### src/rtl/spart_tx.sv
// Serial transmitter: one-byte holding register feeding a shift register,
// framed as start bit, 8 data bits LSB first, stop bit, paced by tx_enable ticks.
module spart_tx #(
  parameter int OVERSAMPLE = 16
) (
  input  logic       clk,
  input  logic       rst,
  input  logic       tx_enable,
  input  logic       write,
  input  logic [7:0] tx_data,
  output logic       txd,
  output logic       tbr,
  output logic       busy,
  output logic       tx_overrun
);

  typedef enum logic [1:0] {IDLE, START, DATA, STOP} state_t;

  localparam logic [3:0] TICK_LAST = 4'(OVERSAMPLE - 1);

  state_t     state_reg;
  logic [7:0] hold_buf_reg;
  logic       hold_full_reg;
  logic [7:0] shift_reg;
  logic [3:0] tick_reg;
  logic [2:0] bit_idx_reg;

  logic bit_end;
  logic load;
  logic accept;
  logic hold_full_next;

  always_comb begin
    bit_end        = tx_enable && (tick_reg == TICK_LAST) && (state_reg != IDLE);
    // A waiting byte goes out immediately from IDLE, or back-to-back at stop end
    load           = hold_full_reg &&
                     ((state_reg == IDLE) || ((state_reg == STOP) && bit_end));
    accept         = write && tbr;
    hold_full_next = accept || (hold_full_reg && !load);
  end

  always_ff @(posedge clk or posedge rst) begin
    if (rst) begin
      state_reg     <= IDLE;
      hold_buf_reg  <= 8'h00;
      hold_full_reg <= 1'b0;
      shift_reg     <= 8'hFF;
      tick_reg      <= 4'd0;
      bit_idx_reg   <= 3'd0;
      txd           <= 1'b1;
      tbr           <= 1'b1;
      busy          <= 1'b0;
      tx_overrun    <= 1'b0;
    end else begin
      hold_full_reg <= hold_full_next;
      tbr           <= !hold_full_next;
      if (accept)
        hold_buf_reg <= tx_data;
      if (write && !tbr)
        tx_overrun <= 1'b1;

      if (load) begin
        shift_reg   <= hold_buf_reg;
        tick_reg    <= 4'd0;
        bit_idx_reg <= 3'd0;
        state_reg   <= START;
        txd         <= 1'b0;
        busy        <= 1'b1;
      end else if ((state_reg != IDLE) && tx_enable) begin
        tick_reg <= bit_end ? 4'd0 : tick_reg + 4'd1;
        if (bit_end) begin
          case (state_reg)
            START: begin
              state_reg   <= DATA;
              bit_idx_reg <= 3'd0;
              txd         <= shift_reg[0];
            end
            DATA: begin
              shift_reg   <= {1'b1, shift_reg[7:1]};
              bit_idx_reg <= bit_idx_reg + 3'd1;
              if (bit_idx_reg == 3'd7) begin
                state_reg <= STOP;
                txd       <= 1'b1;
              end else begin
                txd <= shift_reg[1];
              end
            end
            STOP: begin
              state_reg <= IDLE;
              txd       <= 1'b1;
              busy      <= 1'b0;
            end
            default: begin
              state_reg <= IDLE;
              txd       <= 1'b1;
              busy      <= 1'b0;
            end
          endcase
        end
      end
    end
  end

endmodule

### config.mk
export PLATFORM = sky130hd
export DESIGN_NAME = spart_tx
export DESIGN_NICKNAME = d
export VERILOG_FILES = /design/src/rtl/spart_tx.sv
export SDC_FILE = /design/constraint.sdc
export NUM_CORES = 1
export LEC_CHECK = 0
export CORE_UTILIZATION = 49
export DETAILED_ROUTE_END_ITERATION = 16
export PLACE_DENSITY = 0.79
export SLEW_MARGIN = 10
export SYNTH_ARGS = -nofsm -noshare
export SYNTH_HDL_FRONTEND = slang
export SYNTH_SLANG_ARGS = --single-unit
### constraint.sdc
create_clock -name clk -period 1.7 [get_ports clk]
set_clock_uncertainty 0.1 [all_clocks]
set_input_delay 0.425 -clock clk [delete_from_list [all_inputs] [get_ports clk]]
set_output_delay 0.425 -clock clk [all_outputs]
set_load 0.005 [all_outputs]
==> results.py, run 1 <==
metrics = {
    "sta": {
        "max-slew-margin-rel_pct": 74.8,
        "rsz0062_at_grt": "yes",
        "finalHoldViolations": 0,
        "period_share_pct": 97.0,
        "finalMaxSlewViolations": 0,
        "setup_viol": 0,
        "min_period_ns": 1.65,
        "worst_pin_slew_ns": 0.377,
        "max_freq_mhz": 606,
    },
    "global_routing": {
        "antenna_found_initial": 0,
        "grt_pass1_vias": 1166,
        "grt_usage_pct": 22.1,
        "grt_max_degree": 31,
        "grt_pass1_wl_um": 5240,
        "grt_overflow": 0,
    },
    "critical_path": {
        "critical_path.max_stage_delay_ns": 0.42,
        "cp-start-kind": "flop",
        "crit_type": "flop to flop",
        "end_kind": "flop",
        "path_max_fanout": 4,
        "cp_data_required_time_ns": 1.83,
        "slowest_stage": "dfrtp_1",
        "path_cells": "ha_2, nand2_1, buf_4, and3_1, mux2_2",
        "crit_arrival_ns": 1.78,
    },
    "drt": {
        "drt_wl_total_um": 3250,
        "final_antenna_net_count": 0,
        "via_count": 1149,
        "via_per_inst": 5.77,
        "post_drt_wl_per_cell_um": 16.3,
        "firstDrtPassIters": 4,
        "drt_iter0_drc": 45,
        "drc": 0,
    },
    "placed_design": {
        "post-dp-hpwl_um": 2190,
        "postPlaceCellArea_um2": 1740,
        "portBuffers": 15,
        "gp_congestion": 0.939,
    },
    "cts": {
        "cts-root-buf": "clkbuf_4",
        "cts_sinks": 30,
        "tritoncts": "built",
        "numCtsBuffers": 5,
        "clk_pin_slew_ns": 0.10,
        "ctsLongestPathBuffers": 2,
        "insertion_delay_ns": 0.34,
        "htree_levels": 2,
    },
    "synthesis": {
        "synthCells": 125,
        "synth_simple_gate_area_share_pct": 11.9,
        "synth_top_family_by_area": "compound AO/OA/AOI/OAI gates",
        "avgSynthCellArea_um2": 11.6,
        "syn_nets": 144,
        "yosysSeqAreaShare_pct": 52.6,
        "syn_area_um2": 1450,
        "synth-seq-cells": 30,
        "yosysWarnings": 0,
        "synth_xor_area_share_pct": 0,
        "synth_compound_area_share_pct": 19.6,
        "synth_cell_types": 35,
        "synthMuxAreaShare_pct": 6.98,
        "synthAdderAreaFrac_pct": 6.03,
    },
    "floorplan": {
        "io_pins": 16,
        "start_util_pct": 52.2,
        "die_area_um2": 3180,
        "rows": 19,
        "core_um2": 2780,
        "die_height_um": 56.4,
        "die_w_um": 56.4,
    },
    "cells_and_area": {
        "layout_common_cells": "21 x buf_4, 20 x dfrtp_1, 12 x nand2_1, 12 x o22a_1",
        "area_delta_synth_final_pct": 33.3,
        "drive_above_1_share_pct": 42.3,
        "num_antenna_cells": 0,
        "final_common_cell": "buf_4",
        "final_area_um2": 1930,
        "multiInputGateArea_um2": 709,
        "fillers": 210,
        "final-seq-area_um2": 763,
        "fin_util_pct": 69.5,
        "final_nets": 186,
    },
    "power_and_ir_drop": {
        "power_leakage_nw": 0.838,
        "ir_drop_mv": 1.21,
        "powerDensity_nw_per_um2": 1490,
    },
    "status": {
        "outcome": "finished clean",
    },
    "job": {
        "max-cap-violations": 0,
    },
    "hold_path": {
        "hp-class": "input port to async pin",
    },
}
[area by class of cell]
| cell class | instances | share of cell area (%) |
|---|---|---|
| Sequential cell | 30 | 39.5 |
| Multi-Input combinational cell | 87 | 36.7 |
| Timing Repair Buffer | 38 | 17.4 |
| Clock buffer | 6 | 2.65 |
| Tap cell | 31 | 2.01 |
| Inverter | 5 | 1.16 |
| Clock inverter | 2 | 0.647 |
[power breakdown]
part	total, mW	leakage (nW)	switching, mW	internal (mW)
sequential	1.25	0.344	0.194	1.05
combinational	1.18	0.460	0.529	0.649
clock	0.457	0.0343	0.259	0.198
[Yosys cell counts, drive strengths merged]
| cell type | count | share of area [%] |
|---|---|---|
| a21boi | 1 | 0.78 |
| a21o | 2 | 1.1 |
| a21oi | 4 | 1.4 |
| a22o | 2 | 1.2 |
| a31oi | 2 | 0.86 |
| and2 | 1 | 0.43 |
| and3 | 2 | 0.95 |
| and4 | 1 | 0.69 |
| buf | 3 | 1.6 |
| dfrtp | 20 | 34 |
| dfstp | 10 | 18 |
| ha | 7 | 6.0 |
| inv | 5 | 1.3 |
| mux2 | 9 | 7.0 |
| nand2 | 13 | 3.4 |
| nand2b | 2 | 0.86 |
| nand3 | 5 | 1.7 |
| nand4 | 2 | 1.9 |
| nor2 | 3 | 0.78 |
| nor2b | 1 | 0.43 |
| nor3 | 1 | 0.34 |
| o21a | 1 | 0.52 |
| o21ai | 10 | 3.4 |
| o21bai | 1 | 0.52 |
| o221a | 1 | 0.78 |
| o22a | 13 | 7.9 |
| o31ai | 2 | 1.0 |
| or2 | 1 | 0.43 |
[metrics by stage]
| step | instances | hold slack, ns | worst slack (ns) | total power, mW | setup TNS [ns] |
|---|---|---|---|---|---|
| 2_1_floorplan | 125 | 0.351 | 0.0568 | 1.86 | 0 |
| 3_5_place_dp | 183 | 0.347 | -0.348 | 2.23 | -5.17 |
| 5_1_grt | 199 | 0.326 | -0.0338 | 3.07 | -0.104 |
| 3_3_place_gp | 183 | 0.337 | -0.295 | 2.16 | -4.30 |
| 4_1_cts | 193 | 0.313 | 0.00335 | 2.73 | 0 |
| 6_report | 199 | 0.309 | 0.0505 | 2.88 | 0 |
[worst paths after layout]
kind	startpoint	to	slack (ns)	depth (start not counted)
min in group clk	txd$_DFFE_PP1P_	txd$_DFFE_PP1P_	0.39	2
worst min register to register	txd$_DFFE_PP1P_	txd$_DFFE_PP1P_	0.39	2
worst max register to register	state_reg[0]$_DFFE_PP0P_	bit_idx_reg[0]$_DFFE_PP0P_	0.05	5
max in group asynchronous	rst	txd$_DFFE_PP1P_	0.95	3
worst min-delay path	rst	tick_reg[2]$_DFFE_PP0P_	0.31	3
worst max-delay path	state_reg[0]$_DFFE_PP0P_	bit_idx_reg[0]$_DFFE_PP0P_	0.05	5
[metal layers]
metal | global-route usage [%] | vias up | share of wire [%]
met4 | 12.5 | 0 | 3.9
li1 | - | 546 | -
met5 | 0 | - | 0
met2 | 37.1 | 21 | 54
met3 | 6.91 | 11 | 3.1
met1 | 24.6 | 571 | 39
[logic make-up after synthesis]
group           count (synthesis)
mux                             9
fa+ha+maj                       7
compound gates                 39
buf+inv                         8
simple gates                   32
flops                          30
[worst max-delay path: cells and delay by family, from the launching register on]
| kind | cells | cell delay [ns] |
|---|---|---|
| adders and majority gates | 1 | 0.25 |
| buffers and inverters | 1 | 0.18 |
| DFF | 1 | 0.42 |
| muxes | 1 | 0.26 |
| and+or+nand+nor | 2 | 0.34 |
[repair_timing]
| action | CTS | global route |
|---|---|---|
| buffers inserted | 2 | 6 |
| resized for setup | 9 | 17 |
| setup endpoints to repair | 17 | 17 |
| pin swaps | 1 | 4 |
| hold buffers | 0 | 0 |
| hold endpoints to repair | 0 | 0 |
No activity file was read; power rests on OpenSTA's default activity.
==> run 2, diff against run 1 <==
--- a/config.mk
+++ b/config.mk
@@ -8,6 +8,7 @@
 export CORE_UTILIZATION = 49
 export DETAILED_ROUTE_END_ITERATION = 16
 export PLACE_DENSITY = 0.79
+export REMOVE_ABC_BUFFERS = 1
 export SLEW_MARGIN = 10
 export SYNTH_ARGS = -nofsm -noshare
 export SYNTH_HDL_FRONTEND = slang
==> run 2 against run 1 <==
Via count decreased by 3.0%. First-iteration DRC count decreased by 20%. Clock-buffer cell count unchanged. Final area decreased by 3.3%. Highest routed layer is now met3. Sequential power about the same. Maximum frequency increased by 1.3%. Routed wire length decreased by 13%. Global-route usage decreased by 1.9 points. Final cell count decreased by 3.0%.
==> results.py, run 2 (synthesized netlist as in run 1, its figures left out) <==
metrics = {
    "status": {
        "outcome": "finished clean",
    },
    "sta": {
        "worst_pin_slew_ns": 0.252,
        "finalHoldViolations": 0,
        "timing.hold.ws_ns": 0.332,
        "max_freq_mhz": 614,
        "period_share_pct": 95.8,
        "rsz0062_at_grt": "yes",
        "setup_viol": 0,
        "setup_slack_ns": 0.0716,
        "min_period_ns": 1.63,
        "finalMaxSlewViolations": 0,
        "max-slew-margin-rel_pct": 83.2,
        "fin_tns_setup_ns": 0,
    },
    "cts": {
        "htree_levels": 2,
        "cts_sinks": 30,
        "numCtsBuffers": 5,
        "cts-root-buf": "clkbuf_4",
        "insertion_delay_ns": 0.32,
        "ctsLongestPathBuffers": 2,
        "clk_pin_slew_ns": 0.10,
        "cts_hold_buffers": 0,
        "tritoncts": "built",
    },
    "cells_and_area": {
        "fin_util_pct": 67.3,
        "instances_no_fill": 193,
        "layout_common_cells": "20 x dfrtp_1, 15 x buf_4, 12 x nand2_1, 12 x o22a_1",
        "final_area_um2": 1870,
        "final_nets": 180,
        "final_common_cell": "dfrtp_1",
        "num_antenna_cells": 0,
        "drive_above_1_share_pct": 37.0,
        "area_delta_synth_final_pct": 28.9,
    },
    "critical_path": {
        "path_cells": "ha_2, nand4_4, o21a_4, o22a_1, o22a_1",
        "slowest_stage": "dfrtp_1",
        "critPathBufInv": 0,
        "reg2reg_slack_ns": 0.07,
        "worst_path_most_repeated_cell": "o22a_1",
        "crit_arrival_ns": 1.78,
        "critical_path.max_stage_delay_ns": 0.38,
        "cp-start-kind": "flop",
        "end_kind": "flop",
        "cp_data_required_time_ns": 1.85,
        "path_max_fanout": 9,
        "critPathTopFamily": "compound AO/OA/AOI/OAI gates",
        "crit_type": "flop to flop",
    },
    "floorplan": {
        "core_um2": 2780,
        "io_pins": 16,
        "start_util_pct": 52.2,
        "die_height_um": 56.4,
        "die_area_um2": 3180,
        "rows": 19,
        "die_w_um": 56.4,
    },
    "global_routing": {
        "grt_overflow": 0,
        "grt_usage_pct": 20.2,
        "grt_max_degree": 31,
        "grt_pass1_wl_um": 5020,
        "antenna_found_initial": 0,
        "grt_pass1_vias": 1138,
    },
    "drt": {
        "via_per_inst": 5.77,
        "firstDrtPassIters": 4,
        "post_drt_wl_per_cell_um": 14.6,
        "via_count": 1114,
        "drt_wl_total_um": 2810,
        "drc": 0,
        "final_antenna_net_count": 0,
        "drt_iter0_drc": 36,
    },
    "hold_path": {
        "hp-class": "input port to async pin",
    },
    "job": {
        "max-cap-violations": 0,
    },
    "power_and_ir_drop": {
        "powerDensity_nw_per_um2": 1460,
        "power_mw": 2.73,
        "ir_drop_mv": 1.09,
        "power_leakage_nw": 0.808,
    },
    "placed_design": {
        "placed_cells": 183,
        "gp_congestion": 0.953,
        "pre_cts_ws_ns": -0.359,
        "postPlaceCellArea_um2": 1750,
        "portBuffers": 15,
        "post-dp-hpwl_um": 2030,
    },
}
-- run 2: cell count changes in the layout (fill, tap and decap cells not counted), sizes merged --
cell / previous run / this run
buf: 23 / 17
clkinvlp: 2 / 1
inv: 4 / 5
-- run 2: worst paths after layout --
| check | startpoint | cells past startpoint | endpoint |
|---|---|---|---|
| max | tick_reg[1]$_DFFE_PP0P_ | 5 | shift_reg[0]$_DFFE_PP1P_ |
| min | rst | 3 | tx_overrun$_DFFE_PP0P_ |
| min reg2reg | tx_overrun$_DFFE_PP0P_ | 1 | tx_overrun$_DFFE_PP0P_ |
| max reg2reg | tick_reg[1]$_DFFE_PP0P_ | 5 | shift_reg[0]$_DFFE_PP1P_ |
| min in group clk | tx_overrun$_DFFE_PP0P_ | 1 | tx_overrun$_DFFE_PP0P_ |
| max in group asynchronous | rst | 3 | shift_reg[2]$_DFFE_PP1P_ |
-- run 2: layer usage --
layer,GRT usage (%),share of wire (%)
met1,25.9,44
met2,32.6,53
met3,5.53,2.9
met4,7.67,0
met5,0,0
-- run 2: where the power goes --
part	leakage, nW	internal, mW	switching [mW]
clock network	0.0343	0.199	0.237
registers	0.344	1.05	0.193
logic	0.431	0.582	0.466
total	0.808	1.83	0.897
-- run 2: final cells by class --
cell class	instances	area, um^2
inverter	5	18.8
clock inverter	2	12.5
fill	215	911
multi-input combinational	87	686
tap	31	38.8
timing repair buffer	32	300
clock buffer	6	51.3
sequential	30	763
-- run 2: worst min-delay path: cells and delay by family --
family	cells	cell delay, ns
buf+inv	3	0.68
-- run 2: repair_timing --
action,CTS,global route
resized for setup,7,9
pin swaps,0,0
setup endpoints to repair,13,15
setup buffers,1,1
==> run 3, diff against run 2 <==
==> constraint.sdc (replaced) <==
create_clock -name clk -period 1.7 [get_ports clk]
set_clock_uncertainty 0.1 [all_clocks]
set_input_delay 0.425 -clock clk [delete_from_list [all_inputs] [get_ports clk]]
set_output_delay 0.425 -clock clk [all_outputs]
set_load 0.01 [all_outputs]
==> run 3 against run 2 <==
Maximum frequency fell by 0.63%. Sequential share of layout area rose by 0.14 points. Flip-flop and latch count did not move. Final cell count fell by 0.52%. First-iteration DRC count rose by 8.3%. Die area did not move. Worst setup slack got worse by 0.010 ns.
==> results.py, run 3 (synthesized netlist as in run 1, its figures left out) <==
metrics = {
    "cells_and_area": {
        "layout_common_cells": "20 x dfrtp_1, 14 x buf_4, 12 x nand2_1, 12 x o22a_1",
        "area_delta_synth_final_pct": 28.4,
        "num_antenna_cells": 0,
        "final_nets": 179,
        "drive_above_1_share_pct": 36.6,
        "final_common_cell": "dfrtp_1",
        "instances_no_fill": 192,
    },
    "cts": {
        "cts_hold_buffers": 0,
        "clk_pin_slew_ns": 0.10,
        "tritoncts": "built",
        "cts_sinks": 30,
        "ctsLongestPathBuffers": 2,
        "htree_levels": 2,
        "insertion_delay_ns": 0.32,
        "numCtsBuffers": 5,
        "cts-root-buf": "clkbuf_4",
    },
    "global_routing": {
        "grt_overflow": 0,
        "antenna_found_initial": 0,
        "grt_usage_pct": 20.1,
        "grt_pass1_wl_um": 5000,
        "grt_pass1_vias": 1134,
        "grt_max_degree": 31,
    },
    "sta": {
        "period_share_pct": 96.4,
        "timing.hold.ws_ns": 0.333,
        "max_freq_mhz": 610,
        "rsz0062_at_grt": "yes",
        "setup_slack_ns": 0.0614,
        "worst_pin_slew_ns": 0.252,
        "min_period_ns": 1.64,
        "max-slew-margin-rel_pct": 83.2,
        "finalMaxSlewViolations": 0,
        "finalHoldViolations": 0,
        "fin_tns_setup_ns": 0,
        "setup_viol": 0,
    },
    "power_and_ir_drop": {
        "ir_drop_mv": 1.10,
        "power_leakage_nw": 0.802,
        "powerDensity_nw_per_um2": 1470,
    },
    "drt": {
        "firstDrtPassIters": 4,
        "drc": 0,
        "drt_wl_total_um": 2790,
        "final_antenna_net_count": 0,
        "post_drt_wl_per_cell_um": 14.5,
        "via_count": 1113,
        "drt_iter0_drc": 39,
        "via_per_inst": 5.80,
    },
    "critical_path": {
        "critPathTopFamily": "flip-flops",
        "r2r-end": "shift_reg[6]$_DFFE_PP1P_",
        "slowest_stage": "dfstp_2",
        "cp_data_required_time_ns": 1.17,
        "path_cells": "dlygate4sd2_1",
        "path_max_fanout": 2,
        "critical_path.max_stage_delay_ns": 0.54,
        "cp-start-kind": "flop",
        "reg2reg_from": "state_reg[0]$_DFFE_PP0P_",
        "crit_type": "flop to primary output",
        "reg2reg_slack_ns": 0.07,
        "end_kind": "primary output",
        "rr_worst_depth": 5,
        "crit_arrival_ns": 1.11,
        "critPathBufInv": 1,
    },
    "hold_path": {
        "hp-class": "input port to async pin",
    },
    "placed_design": {
        "portBuffers": 15,
        "pre_cts_ws_ns": -0.359,
        "post-dp-hpwl_um": 2030,
        "placed_cells": 183,
        "gp_congestion": 0.953,
    },
    "floorplan": {
        "die_w_um": 56.4,
        "die_height_um": 56.4,
        "core_um2": 2780,
        "io_pins": 16,
        "die_area_um2": 3180,
        "start_util_pct": 52.2,
        "rows": 19,
    },
    "job": {
        "max-cap-violations": 0,
    },
    "status": {
        "outcome": "finished clean",
    },
}
[run 3: metrics by stage]
step	power, mW	area, um^2	util (%)
after CTS	2.69	1820	65.4
after floorplan	1.85	1430	-
after global routing	2.95	1860	67.0
after detailed placement	2.25	1750	63.1
after global placement	2.18	1750	63.1
final	2.73	1860	67.0
[run 3: area by class of cell]
type	count	area (um^2)
clock buffer	6	51.3
clock inverter	2	12.5
fill	214	917
inverter	5	18.8
multi-input combinational	87	686
sequential	30	763
tap	31	38.8
timing repair buffer	31	294
[run 3: where the power goes]
part | internal, mW | switching (mW) | leakage (nW)
Clock | 0.199 | 0.237 | 0.0343
Combinational | 0.577 | 0.474 | 0.424
Sequential | 1.05 | 0.194 | 0.344
Total | 1.83 | 0.906 | 0.802
[run 3: metal layers]
metal  up-vias  GRT usage [%]  part of all wire, %
met2        14           32.4                   52
met3         0           5.53                  2.9
met5         -              0                    0
met4         0           7.67                    0
met1       567           25.8                   45
li1        532              -                    -
[run 3: worst max-delay path by stage]
stage | endpoint | depth (start not counted) | from | slack, ns
after detailed placement | shift_reg[0]$_DFFE_PP1P_ | 5 | tx_enable | -0.36
after CTS | shift_reg[0]$_DFFE_PP1P_ | 5 | tick_reg[0]$_DFFE_PP0P_ | 0.01
final | txd | 1 | txd$_DFFE_PP1P_ | 0.06
after global placement | shift_reg[0]$_DFFE_PP1P_ | 5 | tx_enable | -0.32
after global routing | shift_reg[0]$_DFFE_PP1P_ | 6 | state_reg[1]$_DFFE_PP0P_ | -0.02
after floorplan | shift_reg[0]$_DFFE_PP1P_ | 6 | state_reg[0]$_DFFE_PP0P_ | 0.06
[run 3: what timing repair did]
item	4_1_cts	5_1_grt
setup endpoints to repair	13	16
setup buffers	0	1
gates resized for setup	7	10
